`src/rtl/multdiv_ctrl.sv`:
```
// HI/LO sequencer: launches the pipelined multiplier or iterative divider from E and stalls E until HI/LO are ready.
// Optional define MULDIV_EARLY_OUT_EN: divides with |a| < |b| complete without starting the divider.
module multdiv_ctrl #(
  parameter int unsigned MUL_LAT = 3,
  parameter int unsigned W       = 32
) (
  input  logic           clk,
  input  logic           reset,
  input  logic           valid_i,
  input  logic [2:0]     op_i,
  input  logic [W-1:0]   a_i,
  input  logic [W-1:0]   b_i,
  input  logic           stall_ext_i,
  input  logic           flush_i,
  output logic           ok_o,
  output logic [W-1:0]   hi_o,
  output logic [W-1:0]   lo_o,
  output logic           mul_start_o,
  output logic           mul_sign_o,
  output logic [W-1:0]   mul_a_o,
  output logic [W-1:0]   mul_b_o,
  input  logic [2*W-1:0] mul_p_i,
  output logic           div_start_o,
  output logic           div_sign_o,
  output logic           div_abort_o,
  output logic [W-1:0]   div_a_o,
  output logic [W-1:0]   div_b_o,
  input  logic           div_done_i,
  input  logic [W-1:0]   div_q_i,
  input  logic [W-1:0]   div_r_i
);

  localparam logic [1:0] S_IDLE = 2'd0;
  localparam logic [1:0] S_MUL  = 2'd1;
  localparam logic [1:0] S_DIV  = 2'd2;
  localparam logic [1:0] S_DONE = 2'd3;

  localparam logic [2:0] OP_MULT  = 3'd1;
  localparam logic [2:0] OP_MULTU = 3'd2;
  localparam logic [2:0] OP_DIV   = 3'd3;
  localparam logic [2:0] OP_DIVU  = 3'd4;

  localparam logic [3:0] CNT_INIT = 4'(MUL_LAT - 1);

  logic [1:0]   state, state_nxt;
  logic [3:0]   cnt, cnt_nxt;
  logic [W-1:0] hi_nxt, lo_nxt;
  logic         is_mul, is_div, is_signed, div_zero, early_out;

  assign is_mul    = (op_i == OP_MULT) || (op_i == OP_MULTU);
  assign is_div    = (op_i == OP_DIV)  || (op_i == OP_DIVU);
  assign is_signed = (op_i == OP_MULT) || (op_i == OP_DIV);
  assign div_zero  = (b_i == '0);

  assign mul_a_o    = a_i;
  assign mul_b_o    = b_i;
  assign div_a_o    = a_i;
  assign div_b_o    = b_i;
  assign mul_sign_o = is_signed;
  assign div_sign_o = is_signed;

`ifdef MULDIV_EARLY_OUT_EN
  logic [W-1:0] a_mag, b_mag;

  // Two's-complement negate of the most negative value yields its true magnitude as unsigned.
  always_comb begin
    a_mag = a_i;
    b_mag = b_i;
    if (op_i == OP_DIV) begin
      if (a_i[W-1]) a_mag = '0 - a_i;
      if (b_i[W-1]) b_mag = '0 - b_i;
    end
  end

  assign early_out = (a_mag < b_mag);
`else
  assign early_out = 1'b0;
`endif

  always_comb begin
    state_nxt   = state;
    cnt_nxt     = cnt;
    hi_nxt      = hi_o;
    lo_nxt      = lo_o;
    ok_o        = 1'b1;
    mul_start_o = 1'b0;
    div_start_o = 1'b0;
    div_abort_o = 1'b0;

    case (state)
      S_IDLE: begin
        if (valid_i && (is_mul || is_div) && !flush_i && !reset) begin
          ok_o = 1'b0;
          if (is_mul) begin
            mul_start_o = 1'b1;
            cnt_nxt     = CNT_INIT;
            state_nxt   = S_MUL;
          end else if (div_zero) begin
            hi_nxt    = a_i;
            lo_nxt    = '1;
            state_nxt = S_DONE;
          end else if (early_out) begin
            hi_nxt    = a_i;
            lo_nxt    = '0;
            state_nxt = S_DONE;
          end else begin
            div_start_o = 1'b1;
            state_nxt   = S_DIV;
          end
        end
      end
      S_MUL: begin
        ok_o = 1'b0;
        if (cnt == '0) begin
          {hi_nxt, lo_nxt} = mul_p_i;
          state_nxt        = S_DONE;
        end else begin
          cnt_nxt = cnt - 4'd1;
        end
      end
      S_DIV: begin
        ok_o = 1'b0;
        if (div_done_i) begin
          hi_nxt    = div_r_i;
          lo_nxt    = div_q_i;
          state_nxt = S_DONE;
        end
      end
      default: begin
        if (!stall_ext_i) state_nxt = S_IDLE;
      end
    endcase

    // Flush overrides whatever the state decided: drop the op and keep the previous HI/LO.
    if (flush_i) begin
      state_nxt = S_IDLE;
      cnt_nxt   = '0;
      hi_nxt    = hi_o;
      lo_nxt    = lo_o;
      if (state == S_DIV && !reset) div_abort_o = 1'b1;
    end
  end

  always_ff @(posedge clk) begin
    if (reset) begin
      state <= S_IDLE;
      cnt   <= '0;
      hi_o  <= '0;
      lo_o  <= '0;
    end else begin
      state <= state_nxt;
      cnt   <= cnt_nxt;
      hi_o  <= hi_nxt;
      lo_o  <= lo_nxt;
    end
  end

endmodule
```
`config.mk`:
```
export PLATFORM = sky130hd
export DESIGN_NAME = multdiv_ctrl
export DESIGN_NICKNAME = d
export VERILOG_FILES = /design/src/rtl/multdiv_ctrl.sv
export SDC_FILE = /design/constraint.sdc
export NUM_CORES = 1
export LEC_CHECK = 0
export ABC_AREA = 1
export CAP_MARGIN = 40
export CORE_AREA = 2 2 156 158
export DETAILED_ROUTE_END_ITERATION = 12
export DIE_AREA = 0 0 158 160
export PLACE_DENSITY = 0.61
export SLEW_MARGIN = 0
export SYNTH_ARGS = -nofsm -noshare
export SYNTH_HDL_FRONTEND = slang
export SYNTH_SLANG_ARGS = --single-unit
```
`constraint.sdc`:
```
create_clock -name clk -period 2.3 [get_ports clk]
set_input_delay 0.23 -clock clk [delete_from_list [all_inputs] [get_ports clk]]
set_output_delay 0.23 -clock clk [all_outputs]
set_load 0.05 [all_outputs]
```
==> impl_metrics.ini, run 1 <==
[cts]
cts_tree = yes
clockBufferDepth = 2
htreeDepth = 3
cts_hold_buf = 0
root_buffer = clkbuf_16
clk_latency_ps = 330
clock_sink_count = 70
postCtsSetupBuffers = 0
cts_made_buffers = 9
cts_resized = 0
clk_pin_slew_ps = 60

[synth]
synth_cell_types = 25
ys_seq_elements = 70
syn_area_per_cell_sq_um = 6.148
yosysTopAreaCellShare_pct = 25.99
synth.area.top_cells = dfxtp_1 26%, buf_4 18%, nand2_1 13%
yosys_warnings = 0
netlist_area_sq_um = 5391
mappedNetlistNets = 1084
ys_seq_area_share_pct = 25.99
syn_inst = 877
synth_top_area_cell = dfxtp_1

[placement]
routabilityCongestion = 0.7512
dp_hpwl_um = 15470
place_area_sq_um = 8837
dp_slack_ps = 46.99
port-buffer-count = 398

[cells_and_area]
fin_area_sq_um = 9164
antennaDiodeCount = 0
fin_util_pct = 38.47
layout-drive-gt1-share_pct = 5.133
area_growth_pct = 69.97
final_nets = 1332
layout_commonest_cell = clkdlybuf4s50_1
final_cell_mix = 389 x clkdlybuf4s50_1, 189 x nand2_1, 161 x nor2_1

[timing]
maxSlewViolCount = 0
hold_viol = 0
worstMarginPinSlew_ps = 722.6
fin_crit_sh_pct = 92.22
layout_setup_ws_ps = 178.9
rsz0062_at_grt = false
finalSetupViolations = 0
clock.fmax_ghz = 0.4714
fin_skew_ps = 9.577
min_period_ps = 2121
fin_tns_setup_ps = 0
slew_headroom_pct = 51.83

[power]
powerDensity_nw_per_um2 = 440.2
ir_drop_uv = 277.8
power_leakage_nw = 3.876
finalPower_w = 0.004034

[critical_path]
regToRegSetupSlack_ps = 300
start_kind = flop
end_kind = output pin
path_class = reg2out
worst-path-max-fanout = 35
required_ps = 2070
critPathArrivalTime_ps = 1890

[floorplanning]
die_y_um = 160
die_w_um = 158
rows = 57
dieArea_sq_um = 25280
ios = 399
core-area_sq_um = 23820
start_util_pct = 22.63

[grt]
grt_usage_pct = 14.99
antenna_found_initial = 0
grt_pass1_vias = 5917
grt-ovfl-total = 0
grt_max_degree = 65
grt_first_pass_wirelength_um = 30140

[status]
status = complete, no violations

[detailed_routing]
wire_per_inst_um = 13.77
drt-total-wl_um = 20030
drtIter0Drc = 249
vias = 6158
dr.pass1.iters = 4
ant_nets = 0
drc = 0
vias_per_cell = 4.235

[flow_run]
drv_cap = 0

[worst_hold_path]
min_path_type = reg2reg
[synthesized netlist by cell type, drive strengths merged]
master	number
nand3	4
o21bai	1
dfxtp	70
inv	113
nor2	161
xnor2	1
nor4	1
clkbuf	34
a221oi	32
nand2	190
nand4	35
buf	148
a21oi	70
o21ai	5
ha	6
nor3	4
a21boi	1
xor2	1
[path summary, 6_finish.rpt]
path                         startpoint                    to  depth (start not counted)
hold reg to reg     cnt[0]$_SDFFE_PP0P_   cnt[0]$_SDFFE_PP0P_                          2
setup reg to reg  state[0]$_SDFFE_PP0P_  lo_o[3]$_SDFFE_PP0P_                         11
hold / removal      cnt[0]$_SDFFE_PP0P_   cnt[0]$_SDFFE_PP0P_                          2
setup / recovery  state[1]$_SDFFE_PP0P_                  ok_o                          5
[sequential cells by signal, indices dropped and copies added, names as in the netlist]
register / cells
cnt: 4
state: 2
lo_o: 32
hi_o: 32
[layout make-up]
class	instances	area [sq um]
Multi-Input combinational cell	512	2390
Timing Repair Buffer	419	4219
Sequential cell	70	1401
Clock inverter	6	85.08
Inverter	113	424.2
Tap cell	324	405.4
Clock buffer	10	239.0
Fill cell	2577	14660
[metrics by stage]
stage,hold WS (ps),cells
after CTS,485.1,1454
after detailed placement,477.1,1438
after global placement,472.4,1438
final,485.3,1454
after floorplan,437.5,877
after global routing,513.2,1454
[layer usage]
layer	track usage, %	wire length [um]	vias to the layer above
met4	3.604	198	0
met1	16.38	7847	2772
met3	4.098	1730	14
met5	0	0	-
met2	28.26	10250	260
li1	-	-	3112
[critical path: stages, from the launching register on]
cell and delay (ps):
dfxtp_1 400, inv_1 90, ha_2 340, buf_4 390
o21ai_1 120, buf_4 210
[power breakdown]
part	switching (W)	internal, W
sequential	0.00000171	0.00121
clock	0.000550	0.000975
combinational	0.000730	0.000563
[cell families after synthesis]
family / share of synthesized area, %
XOR/XNOR: 0.3250
flip-flops: 25.99
buffers and inverters: 30.08
adder cells (fa/ha/maj): 1.392
AO/OA/AOI/OAI: 12.72
AND/OR/NAND/NOR: 29.50
Note: power is estimated with default switching activity, not from simulation.
==> inputs of run 2 (changes only) <==
--- a/config.mk
+++ b/config.mk
@@ -10,7 +10,7 @@
 export CORE_AREA = 2 2 156 158
 export DETAILED_ROUTE_END_ITERATION = 12
 export DIE_AREA = 0 0 158 160
-export PLACE_DENSITY = 0.61
+export PLACE_DENSITY = 0.62
 export SLEW_MARGIN = 0
 export SYNTH_ARGS = -nofsm -noshare
 export SYNTH_HDL_FRONTEND = slang
==> constraint.sdc (replaced) <==
create_clock -name clk -period 2.27 [get_ports clk]
set_input_delay 0.227 -clock clk [delete_from_list [all_inputs] [get_ports clk]]
set_output_delay 0.227 -clock clk [all_outputs]
set_load 0.05 [all_outputs]
==> run 2 against run 1 <==
Compared with the run above: register-to-register slack got worse by 40 ps; setup slack got worse by 29 ps; via count down 0.81%; combinational power barely moved; first-iteration DRC count shrank 0.80%; sequential share of layout area rose by 0.13 points; die area stayed put; count of clock-buffer cells in the layout decreased by 1; clock skew shrank 0.80 ps; flip-flop and latch count unchanged; critical path type unchanged; largest cell class unchanged; highest routed layer unchanged.
==> impl_metrics.ini, run 2 (synthesized netlist as in run 1, its figures left out) <==
[cts]
cts_tree = yes
htreeDepth = 3
cts_made_buffers = 9
root_buffer = clkbuf_16
clk_latency_ps = 340
clockBufferDepth = 2
clk_pin_slew_ps = 70
clock_sink_count = 70
cts_hold_buf = 0

[critical_path]
path_class = reg2out
slowest_stage = dfxtp_1
cpPeakStageDelay_ps = 400
path_common_cell = buf_4
timing.rr.start = state[0]$_SDFFE_PP0P_
crit_chain = inv_1, ha_2, buf_4, o21ai_1, buf_4
setup.worst_path.start = state[1]$_SDFFE_PP0P_
critPathArrivalTime_ps = 1890
worst-path-max-fanout = 35
required_ps = 2040
end_kind = output pin
start_kind = flop

[placement]
routabilityCongestion = 0.7767
dp.cells = 1433
dp_hpwl_um = 15060
port-buffer-count = 398
place_area_sq_um = 8777

[detailed_routing]
drc = 0
ant_nets = 0
drtIter0Drc = 247
dr.pass1.iters = 4
vias = 6108
wire_per_inst_um = 13.68
drt-total-wl_um = 19820
vias_per_cell = 4.215

[power]
finalPower_w = 0.004018
power_leakage_nw = 3.849
powerDensity_nw_per_um2 = 442.2
ir_drop_uv = 231.6

[worst_hold_path]
min_path_type = reg2reg
hp-start = cnt[0]$_SDFFE_PP0P_

[floorplanning]
rows = 57
core-area_sq_um = 23820
dieArea_sq_um = 25280
start_util_pct = 22.63
die_w_um = 158
ios = 399
die_y_um = 160

[cells_and_area]
fin_util_pct = 38.14
layout_commonest_cell = clkdlybuf4s50_1
final_cells = 1449
area_growth_pct = 68.51
reg_top3 = hi_o: 32 flops, lo_o: 32 flops, cnt: 4 flops
fin_area_sq_um = 9085
antennaDiodeCount = 0
layout-drive-gt1-share_pct = 5.067
final_cell_mix = 385 x clkdlybuf4s50_1, 189 x nand2_1, 161 x nor2_1
final_nets = 1327

[timing]
clock.fmax_ghz = 0.4716
fin_crit_sh_pct = 93.42
worstMarginPinSlew_ps = 745.3
maxSlewViolCount = 0
finalSetupViolations = 0
fin_tns_setup_ps = 0
min_period_ps = 2121
slew_headroom_pct = 50.32
fin_skew_ps = 8.778
hold_viol = 0
rsz0062_at_grt = false

[grt]
grt_usage_pct = 15.19
antenna_found_initial = 0
grt-ovfl-total = 0
grt_first_pass_wirelength_um = 30420
grt_pass1_vias = 6068
grt_max_degree = 65

[status]
status = complete, no violations

[flow_run]
drv_cap = 0
## run 2: cell count changes in the layout (fill, tap and decap cells not counted)
cell and delta:
clkinvlp_4 -1, buf_12 -1, clkbuf_8 -1, inv_8 +1, bufinv_16 -1, inv_6 +3
clkinv_2 -1, clkdlybuf4s50_1 -4
## run 2: layer usage
layer	global-route usage [%]	vias up	part of all wire (%)
met2	28.20	267	50
li1	-	3105	-
met3	3.935	14	8.3
met1	17.02	2722	41
met5	0	-	0
met4	3.808	0	1.2
## run 2: area by class of cell
class	instances	area, sq um
inverters	113	424.2
clock inverters	7	80.08
repair buffers	414	4159
well taps	324	405.4
clock buffers	9	225.2
flip-flops and latches	70	1401
fillers	2568	14740
multi-input cells	512	2390
## run 2: worst paths after layout
| kind | depth (start not counted) | end | slack, ps |
|---|---|---|---|
| setup / recovery | 5 | ok_o | 150 |
| hold / removal | 2 | cnt[0]$_SDFFE_PP0P_ | 490 |
| setup reg to reg | 11 | lo_o[5]$_SDFFE_PP0P_ | 260 |
| hold reg to reg | 2 | cnt[0]$_SDFFE_PP0P_ | 490 |
## run 2: where the power goes
group          switching [W]  internal [W]  leakage [nW]
registers         0.00000167       0.00123         0.564
logic               0.000735      0.000564          3.14
clock network       0.000617      0.000869         0.149
## run 2: repair_timing
| action | CTS | global route |
|---|---|---|
| endpoints found under the setup margin | 0 | 2 |
| gates resized for setup | 0 | 1 |
| endpoints found under the hold margin | 0 | 0 |
| buffers inserted | 0 | 0 |
## run 2: through the flow
step | hold WS [ps] | setup WS, ps
5_1_grt | 512.4 | 22.99
3_3_place_gp | 476.5 | 177.8
6_report | 490.9 | 149.4
3_5_place_dp | 477.7 | 160.4
2_1_floorplan | 434.5 | 142.2
4_1_cts | 494.8 | 59.78
## run 2: critical path: cells and delay by family, from the launching register on
kind / cells / cell delay (ps)
buffers and inverters: 3 / 690
flip-flops: 1 / 400
adder cells (fa/ha/maj): 1 / 340
AO/OA/AOI/OAI: 1 / 120
